## config.mk

```make
export PLATFORM = sky130hd
export DESIGN_NAME = regbank_writer
export DESIGN_NICKNAME = d
export VERILOG_FILES = /design/src/rtl/regbank_writer.sv
export SDC_FILE = /design/constraint.sdc
export NUM_CORES = 1
export LEC_CHECK = 0
export BUFFER_PORTS_ARGS = -buffer_cell sky130_fd_sc_hd__buf_2
export CAP_MARGIN = 30
export CORE_MARGIN = 5
export CORE_UTILIZATION = 25
export DETAILED_ROUTE_END_ITERATION = 12
export PLACE_DENSITY = 0.53
export SYNTH_ARGS = -nofsm -noshare
export SYNTH_HDL_FRONTEND = slang
export SYNTH_SLANG_ARGS = --single-unit
```

## constraint.sdc

```tcl
create_clock -name clk -period 4.3 [get_ports clk]
set_input_delay 0.43 -clock clk [delete_from_list [all_inputs] [get_ports clk]]
set_output_delay 0.43 -clock clk [all_outputs]
set_load 0.02 [all_outputs]
```

## src/rtl/regbank_writer.sv

```systemverilog
// -----------------------------------------------------------------------------
// regbank_writer
// Write-back buffer for the 64-bit register bank. Results arrive through a
// valid/ready handshake and are queued in a small FIFO. The FIFO drains one
// entry per cycle into a registered write port (c, w, dataC). Both bank read
// addresses are forwarded against every pending write, so readers see results
// that have not reached the bank yet.
//
// Ports
//   clk, rst_n          clock (posedge) and asynchronous active-low reset
//   in_valid/in_ready   producer handshake; in_ready = rst_n && !full
//   in_addr, in_data    destination register and value of the incoming result
//   stall               1 = do not drain this cycle
//   c, w, dataC         registered bank write port; w pulses once per entry
//   a, b                bank read addresses to forward against
//   fwdA_hit/fwdA_data  youngest pending write to a (data 0 when no hit)
//   fwdB_hit/fwdB_data  same for b
//   count, empty, full  FIFO occupancy
// -----------------------------------------------------------------------------
module regbank_writer #(
  parameter int DEPTH = 4,
  parameter int AW    = 5,
  parameter int DW    = 64
) (
  input  logic                       clk,
  input  logic                       rst_n,
  input  logic                       in_valid,
  output logic                       in_ready,
  input  logic [AW-1:0]              in_addr,
  input  logic [DW-1:0]              in_data,
  input  logic                       stall,
  output logic [AW-1:0]              c,
  output logic                       w,
  output logic [DW-1:0]              dataC,
  input  logic [AW-1:0]              a,
  input  logic [AW-1:0]              b,
  output logic                       fwdA_hit,
  output logic [DW-1:0]              fwdA_data,
  output logic                       fwdB_hit,
  output logic [DW-1:0]              fwdB_data,
  output logic [$clog2(DEPTH+1)-1:0] count,
  output logic                       empty,
  output logic                       full
);

  localparam int PW = (DEPTH > 1) ? $clog2(DEPTH) : 1;
  localparam int CW = $clog2(DEPTH + 1);

  logic [AW-1:0] addrMem [DEPTH];
  logic [DW-1:0] dataMem [DEPTH];

  logic [PW-1:0] headPtr;
  logic [PW-1:0] tailPtr;
  logic [CW-1:0] countReg;

  logic [AW-1:0] cReg;
  logic          wReg;
  logic [DW-1:0] dataCReg;

  logic          push;
  logic          pop;
  logic [DEPTH-1:0] slotValid;

  assign empty    = (countReg == '0);
  assign full     = (countReg == CW'(DEPTH));
  assign count    = countReg;
  assign in_ready = rst_n && !full;

  assign push = in_valid && in_ready;
  assign pop  = !empty && !stall;

  assign c     = cReg;
  assign w     = wReg;
  assign dataC = dataCReg;

  // Storage has no reset: slot validity comes from head/count, so stale
  // contents are never observed.
  always_ff @(posedge clk) begin
    if (push) begin
      addrMem[tailPtr] <= in_addr;
      dataMem[tailPtr] <= in_data;
    end
  end

  // DEPTH is a power of two, so pointer wrap is plain binary overflow.
  always_ff @(posedge clk or negedge rst_n) begin
    if (!rst_n) begin
      headPtr  <= '0;
      tailPtr  <= '0;
      countReg <= '0;
    end else begin
      if (push) tailPtr <= tailPtr + 1'b1;
      if (pop)  headPtr <= headPtr + 1'b1;
      case ({push, pop})
        2'b10:   countReg <= countReg + 1'b1;
        2'b01:   countReg <= countReg - 1'b1;
        default: countReg <= countReg;
      endcase
    end
  end

  always_ff @(posedge clk or negedge rst_n) begin
    if (!rst_n) begin
      cReg     <= '0;
      wReg     <= 1'b0;
      dataCReg <= '0;
    end else begin
      wReg <= pop;
      if (pop) begin
        cReg     <= addrMem[headPtr];
        dataCReg <= dataMem[headPtr];
      end
    end
  end

  // A slot holds a pending entry when its distance from head is below count.
  for (genvar gi = 0; gi < DEPTH; gi++) begin : gSlot
    logic [PW-1:0] slotOffset;
    assign slotOffset    = PW'(gi) - headPtr;
    assign slotValid[gi] = (CW'(slotOffset) < countReg);
  end

  // Walk from the output register (oldest) through the FIFO head to tail so
  // that each later match overrides an earlier one: the youngest write wins.
  // A stalled output register (w=0) has already committed and is skipped.
  always_comb begin
    logic [PW-1:0] idx;
    fwdA_hit  = 1'b0;
    fwdA_data = '0;
    fwdB_hit  = 1'b0;
    fwdB_data = '0;
    idx       = '0;
    if (wReg && cReg == a) begin
      fwdA_hit  = 1'b1;
      fwdA_data = dataCReg;
    end
    if (wReg && cReg == b) begin
      fwdB_hit  = 1'b1;
      fwdB_data = dataCReg;
    end
    for (int k = 0; k < DEPTH; k++) begin
      idx = headPtr + PW'(k);
      if (slotValid[idx] && addrMem[idx] == a) begin
        fwdA_hit  = 1'b1;
        fwdA_data = dataMem[idx];
      end
      if (slotValid[idx] && addrMem[idx] == b) begin
        fwdB_hit  = 1'b1;
        fwdB_data = dataMem[idx];
      end
    end
  end

endmodule

```

==> impl_results.md <==
* Status: complete, no violations
* Internal at 11.13 mW
* Overall die height at 316.7 um
* Row cnt at 112
* Crit-path max cell delay at 0.58 ns
* Nets at 2714
* Sw frac at 47.67%
* Syn avg cell area at 9.795 um2
* Worst hold path type: in2reg
* Longest Clk Path Bufs at 3
* Clk slew on worst S/H paths at 0.06 ns
* Util after Layout at 31.00%
* Clock sinks at 353
* Place WS at 0.2261 ns
* CTS tree: done
* DRC Markers at 0
* Ys Warns at 0
* Clock network fraction of total power at 18.3%
* Post-Route Hold Slack at 0.05812 ns
* Clk Latency, worst-skew pair at 0.60 ns
* Ports at 289
* Number of distinct library cells after synthesis at 61
* Largest net degree at the start of global routing at 158
* Synth area leaders: edfxtp_1 35%, nand2_1 9.4%, dfrtp_1 8.2%, mux2_2 6.0%, mux2i_1 5.9%
* Setup ws final at 0.07515 ns
* Worst-Margin Slew at 1.049 ns
* CP arrival at 3.79 ns
* Unrepaired setup endpoints after global routing: true
* Highest metal used: met5
* Vias per cell at 5.235
* DRT Pass-1 Iters at 8
* Die X at 316.7 um
* Post-DP HPWL at 52850 um
* Placed Instances at 3768
* P_leak at 11.27 nW
* Final Critical Period at 4.225 ns
* Worst rel slew slack at 30.08%
* Global Route Usage Sum at 16.43%
* Met3 WL at 5590 um
* Layout cells sized above 1 at 28.59%
* Worst-path maximum fanout at 38
* CP Cell Sequence: buf_12 -> buf_16 -> mux4_2 -> xnor2_1 -> nand2_1 -> or4_4 -> nand2b_4 -> buf_12 -> o221ai_1 -> buf_2
* Setup TNS at 0 ns
* TritonCTS buffer count at 45
* WL met2 at 43090 um
* First-pass GRT wire length at 125700 um
* Register area at 0.01022 mm2
* Die area at 0.1003 mm2
* Post-route ant nets at 0
* Final Cycle Share at 98.25%
* NetSw at 10.13 mW
* Max Fclk at 0.2367 GHz
* FFs w/ async S/R, synth at 21.81%
* H-tree lvl count at 2
* Synth Instances at 2400
* 1st-iter DRT viols at 1630
* Critical Path Start Type: flop
* Area post-placement at 0.02627 mm2
* Synthesis-to-layout area growth at 23.08%
* Area of the multi-input gates at 0.01245 mm2
* Max VDD drop at 0.4410 mV
* Initial Util at 25.19%
* Synth top area share at 35.25%
* Final setup vio count at 0
* WL met1 at 38060 um
* #FFs+latches synth at 353
* Slowest stage cell, crit path: mux4_2
* Max-slew violation count at 0
* Skew final at 0.01866 ns
* Net Count, Synth at 2493
* CP Capture Type: output port
* WL final at 89770 um
* Clock root cell: clkbuf_16
* Crit Path Category: reg2out
* Ys flop type: edfxtp_1
* EDFF count, synth at 276
* Vias in the first global route at 19800
* Post-synthesis cell area at 0.02351 mm2
* Total power at 21.26 mW
* Sequential Power Share at 23.7%
* Fill count at 9697
* Non-Filler Instances at 3919
* CP required at 3.87 ns
* CP most frequent cell: buf_12
* Final Wtd Congestion at 0.7915
* WL per Instance at 22.91 um
* Overflow after GRT at 0
* PwrDens at 734.8 mW/mm2
* Max cap viols at 0
* Fin area at 0.02893 mm2
* Seq/Total Area, Yosys at 43.45%
* Via count at 20520
* Hold Fails Final Rpt at 0
* Placeable Area at 0.09333 mm2
* Buffers on Ports at 288
* Initial antenna violation count at 14
* Comb power frac at 58.1%
* Leading area contributor after synthesis: edfxtp_1
-- cell usage in the layout (no fill, tap or decap), types with 9 or more instances in the layout --
| master | instances |
|---|---|
| edfxtp_1 | 276 |
| xnor2_1 | 35 |
| buf_4 | 42 |
| a221o_1 | 64 |
| dlygate4sd3_1 | 24 |
| buf_6 | 12 |
| nor3_1 | 18 |
| o221ai_1 | 17 |
| o221ai_2 | 47 |
| o21ai_0 | 129 |
| mux4_2 | 15 |
| nand3_1 | 132 |
| dfrtp_1 | 75 |
| o311ai_1 | 47 |
| mux2i_1 | 138 |
| nor2_1 | 131 |
| inv_1 | 10 |
| a221oi_2 | 60 |
| clkinv_2 | 11 |
| ha_1 | 9 |
| buf_2 | 279 |
| clkbuf_16 | 53 |
| buf_12 | 29 |
| xor2_1 | 29 |
| o311ai_2 | 18 |
| a21oi_1 | 131 |
| nand2_1 | 586 |
| mux2_2 | 125 |
-- per-layer routing --
layer  vias to the layer above  global-route usage, %
li1                       9375                      -
met1                     10160                  21.04
met2                       798                  27.74
met3                       179                  3.085
met4                         6                  6.049
met5                         -                      0
-- synth_stat cells, drive strengths merged (65+ instances only) --
library cell and n:
edfxtp 276, a21oi 132, buf 138, o21ai 131, o311ai 65, dfrtp 77
nand2 587, nand3 132, a221oi 65, mux2i 142, clkbuf 91, nor2 133
mux2 125
-- power groups by stage --
stage	Sequential, mW	Combinational (mW)	Clock, mW
2_1_floorplan	5.30	8.06	0
3_3_place_gp	5.05	11.5	0
3_5_place_dp	5.06	11.5	0
4_1_cts	5.01	11.9	4.01
5_1_grt	5.11	13.3	4.14
6_report	5.03	12.3	3.88
-- logic make-up after synthesis --
kind of cell / after synthesis / synth area share, %
AOI/OAI and AO/OA: 531 / 17.63
xor gates and xnor gates: 66 / 2.459
adders and majority gates: 10 / 0.5642
buffers and inverters: 241 / 6.051
DFF: 353 / 43.45
muxes: 282 / 13.56
and+or+nand+nor: 917 / 16.29
-- worst paths after layout --
kind | start | to | slack, ns | cells past startpoint
setup / recovery | headPtr[1]$_DFFE_PN0P_ | fwdA_data[60] | 0.08 | 10
hold / removal | in_addr[3] | addrMem[0][3]$_DFFE_PP_ | 0.06 | 1
setup reg to reg | count[0]$_DFFE_PN0P_ | count[1]$_DFFE_PN0P_ | 0.90 | 7
hold reg to reg | dataC[0]$_DFFE_PN0P_ | dataC[0]$_DFFE_PN0P_ | 0.54 | 2
max in group asynchronous | rst_n | dataC[49]$_DFFE_PN0P_ | 2.47 | 4
min in group asynchronous | rst_n | w$_DFF_PN0_ | 0.52 | 3
-- layout make-up --
type | count | share of cell area, %
Antenna cell | 7 | 0.06054
Clock buffer | 59 | 4.316
Clock inverter | 25 | 0.9427
Inverter | 12 | 0.1859
Multi-Input combinational cell | 1806 | 43.03
Sequential cell | 353 | 35.33
Tap cell | 1254 | 5.423
Timing Repair Buffer | 403 | 10.71
-- registers in the layout, summed over array words and instances, names as in the netlist --
register	count
dataMem	256
dataC	64
addrMem	20
c	5
count	3
headPtr	2
tailPtr	2
w	1
-- critical path: cells and delay by family, from the launching register on --
| kind | cells | cell delay [ns] |
|---|---|---|
| AO/OA/AOI/OAI | 1 | 0.26 |
| multiplexers | 1 | 0.58 |
| flip-flops | 1 | 0.50 |
| XOR/XNOR | 1 | 0.22 |
| AND/OR/NAND/NOR | 3 | 0.76 |
| buffers and inverters | 4 | 0.84 |
-- what timing repair did --
action                     in CTS  in global routing
gates cloned                    3                  9
setup endpoints to repair     129                100
pin swaps                       3                  5
hold buffers                   24                  0
hold endpoints to repair      119                  0
buffers inserted               11                 14
gates resized for setup        18                 58
No activity file was read; power rests on OpenSTA's default activity.
